## src/rtl/serial_sub_pkg.sv

```systemverilog
// Shared types and helpers for the multi-cycle serial subtractor.
package serial_sub_pkg;

    typedef enum logic [1:0] {
        IDLE = 2'd0,
        RUN  = 2'd1,
        DONE = 2'd2
    } state_t;

    // Number of slice cycles needed to cover the whole operand.
    function automatic int unsigned steps(input int unsigned n, input int unsigned w);
        return n / w;
    endfunction

    function automatic bit width_ok(input int unsigned n, input int unsigned w);
        return (w != 0) && (w <= n) && ((n % w) == 0);
    endfunction

endpackage

```

## src/rtl/full_subtractor_wbit.sv

```systemverilog
// W-bit combinational ripple-borrow subtractor slice: d = a - b - bin.
module full_subtractor_wbit #(
    parameter int unsigned W = 1
) (
    input  logic [W-1:0] a,
    input  logic [W-1:0] b,
    input  logic         bin,
    output logic [W-1:0] d,
    output logic         bout
);

    logic [W:0] br;

    always_comb begin
        br    = '0;
        d     = '0;
        br[0] = bin;
        for (int i = 0; i < int'(W); i++) begin
            d[i]    = a[i] ^ b[i] ^ br[i];
            br[i+1] = (~a[i] & b[i]) | (~(a[i] ^ b[i]) & br[i]);
        end
        bout = br[W];
    end

endmodule

```

## src/rtl/serial_subtractor_nbit.sv

```systemverilog
// Serial N-bit subtractor, W bits per clock, LSB slice first, start/done handshake.
// Optional signed-overflow output enabled by SERIAL_SUB_OVERFLOW_EN.
module serial_subtractor_nbit
    import serial_sub_pkg::*;
#(
    parameter int unsigned N = 32,
    parameter int unsigned W = 1
) (
    input  logic         clk,
    input  logic         rst_n,
    input  logic         start,
    input  logic [N-1:0] A,
    input  logic [N-1:0] B,
    input  logic         Bin,
    output logic         ready,
    output logic         busy,
    output logic         done,
    output logic [N-1:0] Diff,
`ifdef SERIAL_SUB_OVERFLOW_EN
    output logic         ovf,
`endif
    output logic         Bout
);

    localparam int unsigned STEPS = steps(N, W);
    localparam int unsigned CW    = $clog2(STEPS + 1);

    if (!width_ok(N, W)) begin : g_bad_width
        $error("serial_subtractor_nbit: N must be a non-zero multiple of W");
    end

    state_t         state, state_nx;
    logic [CW-1:0]  cnt;
    logic [N-1:0]   a_sr, b_sr, diff_sr, diff_shift;
    logic           borrow;
    logic [W-1:0]   slice_d;
    logic           slice_b;
    logic           accept, step, finish;
    logic           ready_nx, busy_nx, done_nx;

    full_subtractor_wbit #(.W(W)) u_slice (
        .a    (a_sr[W-1:0]),
        .b    (b_sr[W-1:0]),
        .bin  (borrow),
        .d    (slice_d),
        .bout (slice_b)
    );

    // New slice result enters the difference register from the MSB end.
    always_comb begin
        diff_shift = diff_sr >> W;
        diff_shift[N-1 -: W] = slice_d;
    end

    always_ff @(posedge clk or negedge rst_n) begin
        if (!rst_n) state <= IDLE;
        else        state <= state_nx;
    end

    // DONE is entered with ready low; the first DONE cycle publishes the result.
    always_comb begin
        state_nx = state;
        accept   = 1'b0;
        step     = 1'b0;
        finish   = 1'b0;
        ready_nx = ready;
        case (state)
            IDLE: begin
                accept = start && ready;
                if (accept) state_nx = RUN;
            end
            RUN: begin
                step = 1'b1;
                if (cnt == CW'(STEPS - 1)) state_nx = DONE;
            end
            DONE: begin
                finish = !ready;
                accept = start && ready;
                if (accept) state_nx = RUN;
            end
            default: state_nx = IDLE;
        endcase
        if (accept)      ready_nx = 1'b0;
        else if (finish) ready_nx = 1'b1;
        busy_nx = (state_nx == RUN);
        done_nx = finish;
    end

`ifdef SERIAL_SUB_OVERFLOW_EN
    logic a_sign, b_sign;

    always_ff @(posedge clk or negedge rst_n) begin
        if (!rst_n) begin
            a_sign <= 1'b0;
            b_sign <= 1'b0;
            ovf    <= 1'b0;
        end else begin
            if (accept) begin
                a_sign <= A[N-1];
                b_sign <= B[N-1];
            end
            if (finish) ovf <= (a_sign != b_sign) && (diff_sr[N-1] != a_sign);
        end
    end
`endif

    always_ff @(posedge clk or negedge rst_n) begin
        if (!rst_n) begin
            a_sr    <= '0;
            b_sr    <= '0;
            diff_sr <= '0;
            borrow  <= 1'b0;
            cnt     <= '0;
            ready   <= 1'b1;
            busy    <= 1'b0;
            done    <= 1'b0;
            Diff    <= '0;
            Bout    <= 1'b0;
        end else begin
            ready <= ready_nx;
            busy  <= busy_nx;
            done  <= done_nx;
            if (accept) begin
                a_sr   <= A;
                b_sr   <= B;
                borrow <= Bin;
                cnt    <= '0;
            end else if (step) begin
                a_sr    <= a_sr >> W;
                b_sr    <= b_sr >> W;
                borrow  <= slice_b;
                diff_sr <= diff_shift;
                cnt     <= cnt + CW'(1);
            end
            if (finish) begin
                Diff <= diff_sr;
                Bout <= borrow;
            end
        end
    end

endmodule

```

## config.mk

```make
export PLATFORM = sky130hd
export DESIGN_NAME = serial_subtractor_nbit
export DESIGN_NICKNAME = d
export VERILOG_FILES = /design/src/rtl/serial_sub_pkg.sv /design/src/rtl/full_subtractor_wbit.sv /design/src/rtl/serial_subtractor_nbit.sv
export SDC_FILE = /design/constraint.sdc
export NUM_CORES = 1
export LEC_CHECK = 0
export BUFFER_PORTS_ARGS = -buffer_cell sky130_fd_sc_hd__buf_2
export CAP_MARGIN = 10
export CORE_UTILIZATION = 55
export CTS_BUF_LIST = sky130_fd_sc_hd__clkbuf_8 sky130_fd_sc_hd__clkbuf_16
export CTS_CLUSTER_SIZE = 30
export DETAILED_ROUTE_END_ITERATION = 12
export PLACE_DENSITY_LB_ADDON = 0.08
export SLEW_MARGIN = 25
export SYNTH_ARGS = -nofsm -noshare
export SYNTH_HDL_FRONTEND = slang
export SYNTH_SLANG_ARGS = --single-unit
```

## constraint.sdc

```tcl
create_clock -name clk -period 1.65 [get_ports clk]
set_input_delay 0.33 -clock clk [delete_from_list [all_inputs] [get_ports clk]]
set_output_delay 0.33 -clock clk [all_outputs]
set_load 0.01 [all_outputs]
```

==> flow_summary.toml <==
[critical_path]
slowest_stage = "dfstp_2"
cp_top_family = "flip-flops"
slowest_delay_ns = 0.59
critPathArrivalTime_ns = 1.26
crit_chain = "buf_4"
cp_max_fo = 6
worstPathRequired_ns = 1.32
startpoint_type = "flip-flop"
path_buf_inv = 1
cp-end-kind = "primary output"
path_class = "reg2out"

[floorplanning]
initial_core_util_pct = 57.7
die-area_um2 = 10800
io-pin-count = 104
die_w_um = 104
core-area_um2 = 9910
die_h_um = 104
num_rows = 36

[clock_network]
numCtsBuffers = 17
clock_latency_ns = 0.52
clock_sinks = 141
cts-root-buf = "clkbuf_8"
path_clk_slew_ns = 0.06
cts_buffer_depth = 2
h-tree-depth = 4
cts_tree = "done"

[yosys]
syn_area_um2 = 5720
yosys-top-cells-area = "dfrtp_1 61%, a22o_1 9.6%, a21o_1 8.3%, nand2_1 6.8%, mux2_2 6.5%"
synth.distinct_cells = 31
ys_seq_area_share_pct = 61.7
ys_ff_latch = 141
yosysTopAreaCell = "dfrtp_1"
synth_fp_nets = 538
netlist_instances = 468
ys_warn_count = 0
syn_avg_cell_area_um2 = 12.2
synth_top_area_share_pct = 61.2

[route]
wl_per_cell_um = 15.8
drc = 0
firstDrtPassIters = 4
drtIter0Drc = 171
num_vias = 3989
drt_wl_total_mm = 11.4
vias_per_cell = 5.55
ant_nets = 0

[final_layout]
layout-area-overhead-vs-synth_pct = 25.2
diodes = 0
fin_nets = 644
drive_gt1_share_pct = 32.1
layout_common_cells = "140 x dfrtp_1, 104 x nand2_1, 101 x buf_2"
layout_commonest_cell = "dfrtp_1"
fin_cells = 719

[outcome]
status = "finished, final reports clean"

[pwr]
power.switching_uw = 3270
power_per_cell_area_nw_per_um2 = 1660
seqPwrFrac_pct = 40.6
netSwitchingFraction_pct = 27.4
p_int_uw = 8650
p_total_uw = 11900
combPwrFrac_pct = 22.7
irDropWorstVdd_mv = 0.815
p_clk_share_pct = 36.7
leakagePower_uw = 0.00414

[sta]
relSlewSlack_pct = 73.5
drv_slew = 0
fin_crit_sh_pct = 96.4
worst_pin_slew_ns = 0.395
timing.fmax_mhz = 629
final.setup.worst_slack_ns = 0.0593
finalSetupTns_ns = 0
finalSetupViolCount = 0
rsz0062_at_grt = "no"
hold_violations = 0
fin_crit_ns = 1.59
fin_skew_ns = 0.00467

[global_routing]
grt_max_degree = 67
grt_pass1_vias = 4077
grt-ovfl-total = 0
grt_pass1_wl_mm = 19.1
antenna_found_initial = 0
grtUsageTotal_pct = 22.3

[place]
gp_congestion = 0.730
place_inst = 686
pre_cts_ws_ns = 0.108
dp_hpwl_mm = 7.03
portBuffers = 103

[flow_run]
drv_cap = 0

[min_path]
hp-class = "in2reg"
per-stage QoR:
stage	hold slack (ns)	utilization (%)	cell area (um2)
CTS	0.00301	71.9	7130
global placement	0.201	65.0	6440
global route	0.0271	72.2	7160
detailed placement	0.207	65.0	6440
finish	0.0324	72.2	7160
floorplan	0.0344	-	5720
routing by layer:
metal / track usage (%) / part of all wire [%]
met1: 28.4 / 44
met2: 35.8 / 49
met3: 6.39 / 5.1
met4: 9.39 / 1.5
met5: 0 / 0
cell type report:
class,instances,area (um2)
repair buffers,120,747
clock inverters,12,241
well taps,133,166
clock buffers,19,442
fillers,708,2750
flip-flops and latches,141,3530
inverters,1,3.75
multi-input cells,293,2030
cells in the mapped netlist, drive strengths merged:
cell type	number
nand2	104
fa	1
nand3b	2
a21o	63
a22o	63
o41ai	1
inv	1
o21ai	4
nand2b	1
nand3	5
and3b	1
buf	25
mux2i	2
nand4	2
nor3b	1
a221o	1
clkbuf	8
a21oi	1
ha	1
nor2b	1
o311ai	1
nor2	2
mux2	33
dfrtp	140
nor3	2
xor2	1
dfstp	1
cell families (layout without fill, tap and decap cells):
kind of cell,after synthesis,in the layout,synth area share (%)
AO/OA/AOI/OAI,134,134,18.8
AND/OR/NAND/NOR,121,121,8.68
adder cells (fa/ha/maj),2,2,0.569
flip-flops,141,141,61.7
multiplexers,35,35,6.85
XOR/XNOR,1,1,0.153
buffers and inverters,34,152,3.22
path summary, 6_finish.rpt:
check,from,to,cells after the start,slack [ns]
worst max register to register,ready,a_sr[0],4,0.09
worst max-delay path,ready,ready,1,0.06
worst min register to register,b_sr[12],b_sr[12],1,0.47
min in group asynchronous,rst_n,Diff[19],2,0.24
max in group asynchronous,rst_n,b_sr[10],3,0.74
worst min-delay path,B[31],b_sr[31],3,0.03
timing repair:
action                     CTS  global route
buffers inserted             0             1
hold endpoints to repair   108             0
pin swaps                    0             1
cloned                       0             1
hold buffers                 1             0
setup endpoints to repair    1             1
resized for setup            1             0
flip-flops by register name, indices dropped and copies added (netlist names):
name     count
cnt          6
busy         1
a_sr        32
done         1
borrow       1
Diff        32
ready        1
diff_sr     32
state        2
Bout         1
b_sr        32
power groups by stage:
stage	clock network, uW	logic [uW]	registers [uW]
finish	4370	2710	4830
global route	4580	3010	4940
CTS	4450	2730	4830
detailed placement	0	2720	4860
global placement	0	2580	4820
floorplan	0	2030	4730
No activity file was read; power rests on OpenSTA's default activity.
